<file path="config.mk">
export PLATFORM = sky130hd
export DESIGN_NAME = timer_dev
export DESIGN_NICKNAME = d
export VERILOG_FILES = /design/src/rtl/timer_pkg.sv /design/src/rtl/timer_dev.sv
export SDC_FILE = /design/constraint.sdc
export NUM_CORES = 1
export LEC_CHECK = 0
export CORE_MARGIN = 4
export CORE_UTILIZATION = 30
export CTS_BUF_LIST = sky130_fd_sc_hd__clkbuf_2
export DETAILED_ROUTE_END_ITERATION = 12
export HOLD_SLACK_MARGIN = 0.08
export PLACE_DENSITY = 0.56
export SLEW_MARGIN = 15
export SYNTH_ARGS = -nofsm -noshare
export SYNTH_HDL_FRONTEND = slang
export SYNTH_SLANG_ARGS = --single-unit
</file>
<file path="constraint.sdc">
create_clock -name Clk -period 2.5 [get_ports Clk]
set_input_delay 0.5 -clock Clk [delete_from_list [all_inputs] [get_ports Clk]]
set_output_delay 0.5 -clock Clk [all_outputs]
set_load 0.02 [all_outputs]
</file>
<file path="src/rtl/timer_pkg.sv">
// ============================================================================
// Module   : timer_pkg
// Brief    : Shared constants and the byte-merge helper for the timer_dev block
// Revision : 1.0 - initial release
// ============================================================================
`default_nettype none

package timer_pkg;

  localparam logic [1:0] c_ST_IDLE = 2'd0;
  localparam logic [1:0] c_ST_LOAD = 2'd1;
  localparam logic [1:0] c_ST_CNT  = 2'd2;
  localparam logic [1:0] c_ST_INT  = 2'd3;

  localparam logic [1:0] c_ADDR_CTRL   = 2'd0;
  localparam logic [1:0] c_ADDR_PRESET = 2'd1;
  localparam logic [1:0] c_ADDR_COUNT  = 2'd2;
  localparam logic [1:0] c_ADDR_EXPIRY = 2'd3;

  localparam int c_CTRL_EN      = 0;
  localparam int c_CTRL_MODE_LO = 1;
  localparam int c_CTRL_MODE_HI = 2;
  localparam int c_CTRL_IM      = 3;

  localparam logic [1:0] c_MODE_ONESHOT = 2'd0;
  localparam logic [1:0] c_MODE_AUTO    = 2'd1;

  function automatic logic [31:0] byte_merge(input logic [31:0] old_v,
                                             input logic [31:0] new_v,
                                             input logic [3:0]  be);
    logic [31:0] res;
    for (int i = 0; i < 4; i++) begin
      res[8*i +: 8] = be[i] ? new_v[8*i +: 8] : old_v[8*i +: 8];
    end
    return res;
  endfunction

endpackage

`default_nettype wire

</file>
<file path="src/rtl/timer_dev.sv">
// ============================================================================
// Module   : timer_dev
// Brief    : Pr-bus interval timer (CTRL/PRESET/COUNT), one-shot or auto-reload.
//            Optional EXPIRY counter at Addr 3 under `TIMER_EXPIRY_CNT_EN.
// Revision : 1.0 - initial release
// ============================================================================
`default_nettype none

module timer_dev
  import timer_pkg::*;
#(
  parameter logic [31:0] PRESET_RST = 32'd0
) (
  input  logic        Clk,
  input  logic        Reset,
  input  logic [1:0]  Addr,
  input  logic        We,
  input  logic [3:0]  Be,
  input  logic [31:0] Din,
  output logic [31:0] Dout,
  output logic        IRQ
);

  logic [3:0]  r_ctrl;
  logic [31:0] r_preset;
  logic [31:0] r_count;
  logic [1:0]  r_state;
  logic        r_irq_flag;

  logic        w_en;
  logic        w_im;
  logic        w_auto;
  logic        w_wr_ctrl;
  logic        w_wr_preset;
  logic        w_expire;
  logic        w_reload_int;
  logic [3:0]  w_ctrl_merged;
  logic [31:0] w_rd_expiry;

  assign w_en          = r_ctrl[c_CTRL_EN];
  assign w_im          = r_ctrl[c_CTRL_IM];
  assign w_auto        = (r_ctrl[c_CTRL_MODE_HI:c_CTRL_MODE_LO] == c_MODE_AUTO);
  assign w_wr_ctrl     = We && (Addr == c_ADDR_CTRL);
  assign w_wr_preset   = We && (Addr == c_ADDR_PRESET);
  assign w_expire      = (r_state == c_ST_CNT) && w_en && (r_count == 32'd0);
  assign w_reload_int  = (r_state == c_ST_INT) && w_auto;
  // Only byte 0 of CTRL holds implemented bits.
  assign w_ctrl_merged = Be[0] ? Din[3:0] : r_ctrl;

  always_ff @(posedge Clk) begin
    if (Reset) begin
      r_state <= c_ST_IDLE;
      r_count <= 32'd0;
    end else begin
      case (r_state)
        c_ST_IDLE: if (w_en) r_state <= c_ST_LOAD;
        c_ST_LOAD: begin
          r_count <= r_preset;
          r_state <= c_ST_CNT;
        end
        c_ST_CNT: begin
          if (!w_en)                  r_state <= c_ST_IDLE;
          else if (r_count == 32'd0)  r_state <= c_ST_INT;
          else                        r_count <= r_count - 32'd1;
        end
        default: r_state <= w_auto ? c_ST_LOAD : c_ST_IDLE;
      endcase
    end
  end

  // A software CTRL write overrides the one-shot auto-clear of En.
  always_ff @(posedge Clk) begin
    if (Reset)
      r_ctrl <= 4'd0;
    else if (w_wr_ctrl)
      r_ctrl <= w_ctrl_merged;
    else if ((r_state == c_ST_INT) && !w_auto)
      r_ctrl[c_CTRL_EN] <= 1'b0;
  end

  always_ff @(posedge Clk) begin
    if (Reset)
      r_preset <= PRESET_RST;
    else if (w_wr_preset)
      r_preset <= byte_merge(r_preset, Din, Be);
  end

  always_ff @(posedge Clk) begin
    if (Reset)
      r_irq_flag <= 1'b0;
    else if (w_expire)
      r_irq_flag <= 1'b1;
    else if (w_wr_ctrl || w_wr_preset || w_reload_int)
      r_irq_flag <= 1'b0;
  end

`ifdef TIMER_EXPIRY_CNT_EN
  logic [31:0] r_expiry;

  always_ff @(posedge Clk) begin
    if (Reset)
      r_expiry <= 32'd0;
    else if (We && (Addr == c_ADDR_EXPIRY) && (|Be))
      r_expiry <= 32'd0;
    else if (w_expire)
      r_expiry <= r_expiry + 32'd1;
  end

  assign w_rd_expiry = r_expiry;
`else
  assign w_rd_expiry = 32'd0;
`endif

  always_comb begin
    Dout = 32'd0;
    case (Addr)
      c_ADDR_CTRL:   Dout = {28'd0, r_ctrl};
      c_ADDR_PRESET: Dout = r_preset;
      c_ADDR_COUNT:  Dout = r_count;
      default:       Dout = w_rd_expiry;
    endcase
  end

  assign IRQ = w_im & r_irq_flag;

endmodule

`default_nettype wire

</file>
==> reports/results.ini, run 1 <==
[yosys]
synthTopCellsByCount=nand2_1 (124), a21oi_1 (79), dfxtp_1 (71), o21ai_0 (37), clkbuf_1 (32)
synth.area.top_cells=dfxtp_1 (37%), nand2_1 (12%), a21oi_1 (10%), a22o_1 (6.5%), o21ai_0 (4.8%)
synth_edf_count=0
ys_types=53
synth_top_area_cell=dfxtp_1
synth_top_area_frac=0.3662
ys_ff_latch=71
seq_area_frac_synth=0.3662
synth_nets=575
synthCells=533
async_reset_ff_frac=0
avgSynthCellArea_um2=7.282
syn-cell-area_mm2=0.003881
synth_warnings=0
synth_flop_cell=dfxtp_1
yosysMostFrequentCell=nand2_1

[power_and_ir_drop]
p_leak_uw=0.001836
ir_drop_v=0.0001890
power.density_mw_per_mm2=434.2

[clock_network]
cts_buffer_depth=2
clk_pin_slew_ns=0.20
numCtsBuffers=9
cts_max_level=3
cts_tree=done
clk_latency_ns=0.52
numClockSinks=71
hold_buffers=0
clockRootBuffer=clkbuf_2

[placed_design]
finalWeightedCongestion=0.8240
dp_hpwl_um=8664
io_buffers=73

[global_routing]
grt_antenna_before_repair=0
grt_pass1_wl_um=20490
grt_usage=0.1711
grt_pass1_vias=4043
grt_max_degree=72
grt_overflow=0

[routing]
ant_nets=0
vias=4098
via_per_inst=5.207
routed_wl_um=12400
wire_per_inst_um=15.76
drcViolationCount=0
drt_iter0_markers=188
drt_pass1_iterations=5

[setup_path]
critical_path_class=input pin to output port
reg2reg_to=r_count[25]$_SDFFE_PP0P_
start_kind=input pin
arrival_ns=1.94
r2r_start=r_count[28]$_SDFFE_PP0P_
r2r_slack_ns=0.21
critPathMaxFanout=28
cp-end-kind=output port
critPathRequiredTime_ns=2.00
reg2reg_depth=7

[hold_path]
whs_path_depth=3
holdPathEnd=r_ctrl[0]$_SDFFE_PP0P_
worstHoldStart=Reset
min_path_type=input pin to flip-flop

[timing]
max_freq_mhz=409.5
clock_skew_ns=0.02874
slew_headroom=0.7221
whs_ns=0.4395
fin_tns_setup_ns=0
worstMarginPinSlew_ns=0.4131
setup_violations=0
rsz0062_at_grt=yes
finalHoldViolCount=0
drv_slew=0
period_share=0.9768
timing.final.crit_period_ns=2.442

[floorplan]
io_pins=74
dieHeight_um=121.7
die-area_mm2=0.01482
core_mm2=0.01262
initial_utilization=0.3076
rows=41
die_w_um=121.7

[cells_and_area]
syn_to_final_growth_pct=26.95
diodes=0
n_fill_cell=1386
drive_above_1_share=0.1561
nets=653

[run_status]
status=finished clean

[flow_run]
drv_cap=0

cell type report:
type                    count  area, µm²  area share
flip-flops and latches     71       1421      0.2885
clock buffers              11      55.05     0.01117
repair buffers            106      893.4      0.1813
clock inverters             4      47.55    0.009650
inverters                   7      26.28    0.005333
well taps                 172      215.2     0.04368
multi-input cells         416       2268      0.4604
per-layer routing:
layer  GRT usage  wire, µm  vias up
met2      0.2769      5747      106
met3     0.03807       619       12
met4     0.03711       136        0
li1            -         -     2065
met1      0.2344      5897     1915
met5           0         0        -
metrics by stage:
| stage | area, µm² | total power, µW | utilization | worst slack, ns | cells |
|---|---|---|---|---|---|
| floorplan | 3881 | 1341 | - | 0.2236 | 533 |
| global placement | 4974 | 1516 | 0.3941 | -0.2684 | 772 |
| detailed placement | 4974 | 1517 | 0.3941 | -0.3015 | 772 |
| CTS | 5041 | 2164 | 0.3995 | 0.0009424 | 787 |
| global route | 4927 | 2235 | 0.3904 | -0.05297 | 787 |
| finish | 4927 | 2140 | 0.3904 | 0.05794 | 787 |
worst max path at each step:
stage / from / to / slack (ns) / cells past startpoint
after floorplan: Addr[1] / Dout[10] / 0.22 / 5
after global placement: Addr[0] / Dout[2] / -0.27 / 6
after detailed placement: Addr[0] / Dout[2] / -0.30 / 6
after CTS: Addr[0] / Dout[2] / 0.0009 / 6
after global routing: Addr[0] / Dout[14] / -0.05 / 5
final: Addr[1] / Dout[14] / 0.06 / 5
cell families after synthesis:
family                   count (synthesis)  share of synthesized area
flip-flops                              71                     0.3662
adder cells (fa/ha/maj)                  1                   0.003223
buffers and inverters                   46                    0.05287
multiplexers                             8                    0.02095
AND/OR/NAND/NOR                        223                     0.2611
AO/OA/AOI/OAI                          184                     0.2956
worst max-delay path: stages:
cell and delay [ns]:
clkdlybuf4s50_1 0.54, nor2b_2 0.22, buf_12 0.21, a22o_1 0.17, clkdlybuf4s15_1 0.30
state kept, by name, summed over array words and instances (netlist names):
| signal | flops |
|---|---|
| r_ctrl | 4 |
| r_state | 2 |
| r_count | 32 |
| r_preset | 32 |
| r_irq_flag | 1 |
layout by cell type, fill, tap and decap left out, types with 4 or more instances in the layout:
cell type,netlist,routed
a22o_1,29,29
a21oi_1,79,79
o31ai_1,5,5
nor2_1,30,30
a31oi_1,4,4
clkbuf_2,0,42
mux2i_1,7,7
clkdlybuf4s50_1,0,40
and3_1,5,5
nor4_1,8,8
nor3_1,17,17
buf_12,0,6
inv_1,6,6
dfxtp_1,71,71
nand2_1,124,124
buf_4,0,27
and2_1,4,4
o21ai_0,37,37
nand3_1,10,10
power by group:
group / total, µW / switching [µW] / internal, µW
logic: 328 / 177 / 151
registers: 1160 / 15.0 / 1150
clock network: 648 / 418 / 230
timing repair:
action                     in CTS  in global routing
buffers inserted                0                  0
gates resized for setup        36                 64
hold endpoints to repair        0                  0
setup endpoints to repair      32                 55
gates cloned                    0                  0
(Power assumes the default switching activity.)
==> inputs of run 2 (changes only) <==
Settings changed: CTS_BUF_LIST sky130_fd_sc_hd__clkbuf_2 to sky130_fd_sc_hd__clkbuf_4 sky130_fd_sc_hd__clkbuf_8.
==> run 2 against run 1 <==
Effect of this change: final area increased by 1.7%; critical path depth unchanged; register-to-register slack better by 0.04 ns; combinational power about the same; via count is 0.39% higher; sequential share of layout area fell by 0.48 points; largest cell class unchanged; highest routed layer unchanged.
==> reports/results.ini, run 2 (synthesized netlist as in run 1, its figures left out) <==
[run_status]
status=finished clean

[power_and_ir_drop]
power_frac_seq=0.483
combPwrFrac=0.136
pwr-share-clk=0.381
ir_drop_v=0.0001903
intPower_uw=1771
power_switching_share=0.2631
p_switching_uw=632.3
power.density_mw_per_mm2=479.5
p_leak_uw=0.001865

[setup_path]
path_cells=clkdlybuf4s50_1 -> nor2b_2 -> buf_12 -> a22o_1 -> clkdlybuf4s15_1
crit_family=buffers and inverters
cp-end-kind=output port
slowest_stage=clkdlybuf4s50_1
critical_path_class=input pin to output port
slowest_delay_ns=0.54
startpoint=Addr[1]
critPathRequiredTime_ns=2.00
worst-path-buf-inv=3
start_kind=input pin
r2r_start=r_count[28]$_SDFFE_PP0P_
critPathMaxFanout=28
reg2reg_depth=7
arrival_ns=1.94
crit_cells=5

[floorplan]
initial_utilization=0.3076
die_w_um=121.7
die-area_mm2=0.01482
core_mm2=0.01262
rows=41
io_pins=74
dieHeight_um=121.7

[global_routing]
grt_pass1_wl_um=20530
grt_pass1_vias=4042
grt_max_degree=72
grt_usage=0.1724
grt_overflow=0
grt_antenna_before_repair=0

[clock_network]
cts_max_level=3
numCtsBuffers=9
clockRootBuffer=clkbuf_8
cts_buffer_depth=2
clk_pin_slew_ns=0.07
numClockSinks=71
clk_latency_ns=0.35
cts_tree=done
postCtsSetupRepairBufs=0

[placed_design]
io_buffers=73
finalWeightedCongestion=0.8240
dp_slack_ns=-0.3015
dp_hpwl_um=8664
postPlaceCellArea_mm2=0.004974

[cells_and_area]
syn_to_final_growth_pct=29.11
design_area_mm2=0.005011
diodes=0
final_cell_mix=nand2_1 (124), a21oi_1 (79), dfxtp_1 (71)
nets=653
mostFrequentLayoutCell=nand2_1
post-route-util=0.3971
drive_above_1_share=0.1561
reg_top3=r_count (32), r_preset (32), r_ctrl (4)

[routing]
via_per_inst=5.227
drt_iter0_markers=193
wire_per_inst_um=15.82
drt_pass1_iterations=4
routed_wl_um=12450
drcViolationCount=0
ant_nets=0
vias=4114

[timing]
drv_slew=0
max_freq_mhz=409.4
clock_skew_ns=0.01019
period_share=0.9770
worstMarginPinSlew_ns=0.4474
finalHoldViolCount=0
setup_slack_ns=0.05757
timing.final.crit_period_ns=2.442
slew_headroom=0.6990
setup_violations=0
rsz0062_at_grt=yes

[hold_path]
min_path_type=flip-flop to flip-flop
whs_path_depth=2
worstHoldStart=r_preset[27]$_SDFFE_PP0P_

[flow_run]
drv_cap=0

## run 2: routing by layer
layer  share of wire  GRT usage  vias to the layer above
li1                -          -                     2066
met1            0.48     0.2355                     1930
met2            0.46     0.2769                      107
met3           0.045    0.03807                       11
met4          0.0097    0.04342                        0
met5               0          0                        -
## run 2: path summary, 6_finish.rpt
path | end | slack [ns]
setup / recovery | Dout[14] | 0.06
hold / removal | r_preset[27]$_SDFFE_PP0P_ | 0.48
setup reg to reg | r_count[25]$_SDFFE_PP0P_ | 0.25
hold reg to reg | r_preset[27]$_SDFFE_PP0P_ | 0.48
## run 2: layout make-up
class / instances / area (µm²)
Clock buffer: 11 / 138.9
Inverter: 7 / 26.28
Fill cell: 1376 / 7609
Multi-Input combinational cell: 416 / 2268
Clock inverter: 4 / 47.55
Timing Repair Buffer: 106 / 893.4
Sequential cell: 71 / 1421
Tap cell: 172 / 215.2
## run 2: per-stage QoR
stage | setup TNS, ns | instances | hold WS [ns] | total power [µW]
floorplan | 0 | 533 | 0.4444 | 1341
detailed placement | -8.214 | 772 | 0.4690 | 1517
global placement | -7.583 | 772 | 0.4650 | 1516
finish | 0 | 787 | 0.4793 | 2403
global route | -0.05297 | 787 | 0.4889 | 2501
CTS | 0 | 787 | 0.4814 | 2428
## run 2: power groups by stage
stage,registers (µW),clock network (µW),logic (µW)
after detailed placement,1190,0,331
after global placement,1190,0,330
after global routing,1160,979,360
final,1160,915,328
after floorplan,1180,0,162
after CTS,1160,938,329
## run 2: what timing repair did
item,4_1_cts,5_1_grt
hold buffers,0,0
pin swaps,0,0
gates resized for setup,36,64
setup endpoints to repair,32,51
## run 2: worst register-to-register path, delay by kind of cell, from the launching register on
family,cells,cell delay (ns)
simple gates,3,1.18
compound gates,3,0.47
flops,1,0.35
buf+inv,1,0.18
==> inputs of run 3 (changes only) <==
Settings changed: SLEW_MARGIN 15 to 20.
==> results of run 3 <==
Same layout as run 2: the final DEF is identical, and so are final timing and power.
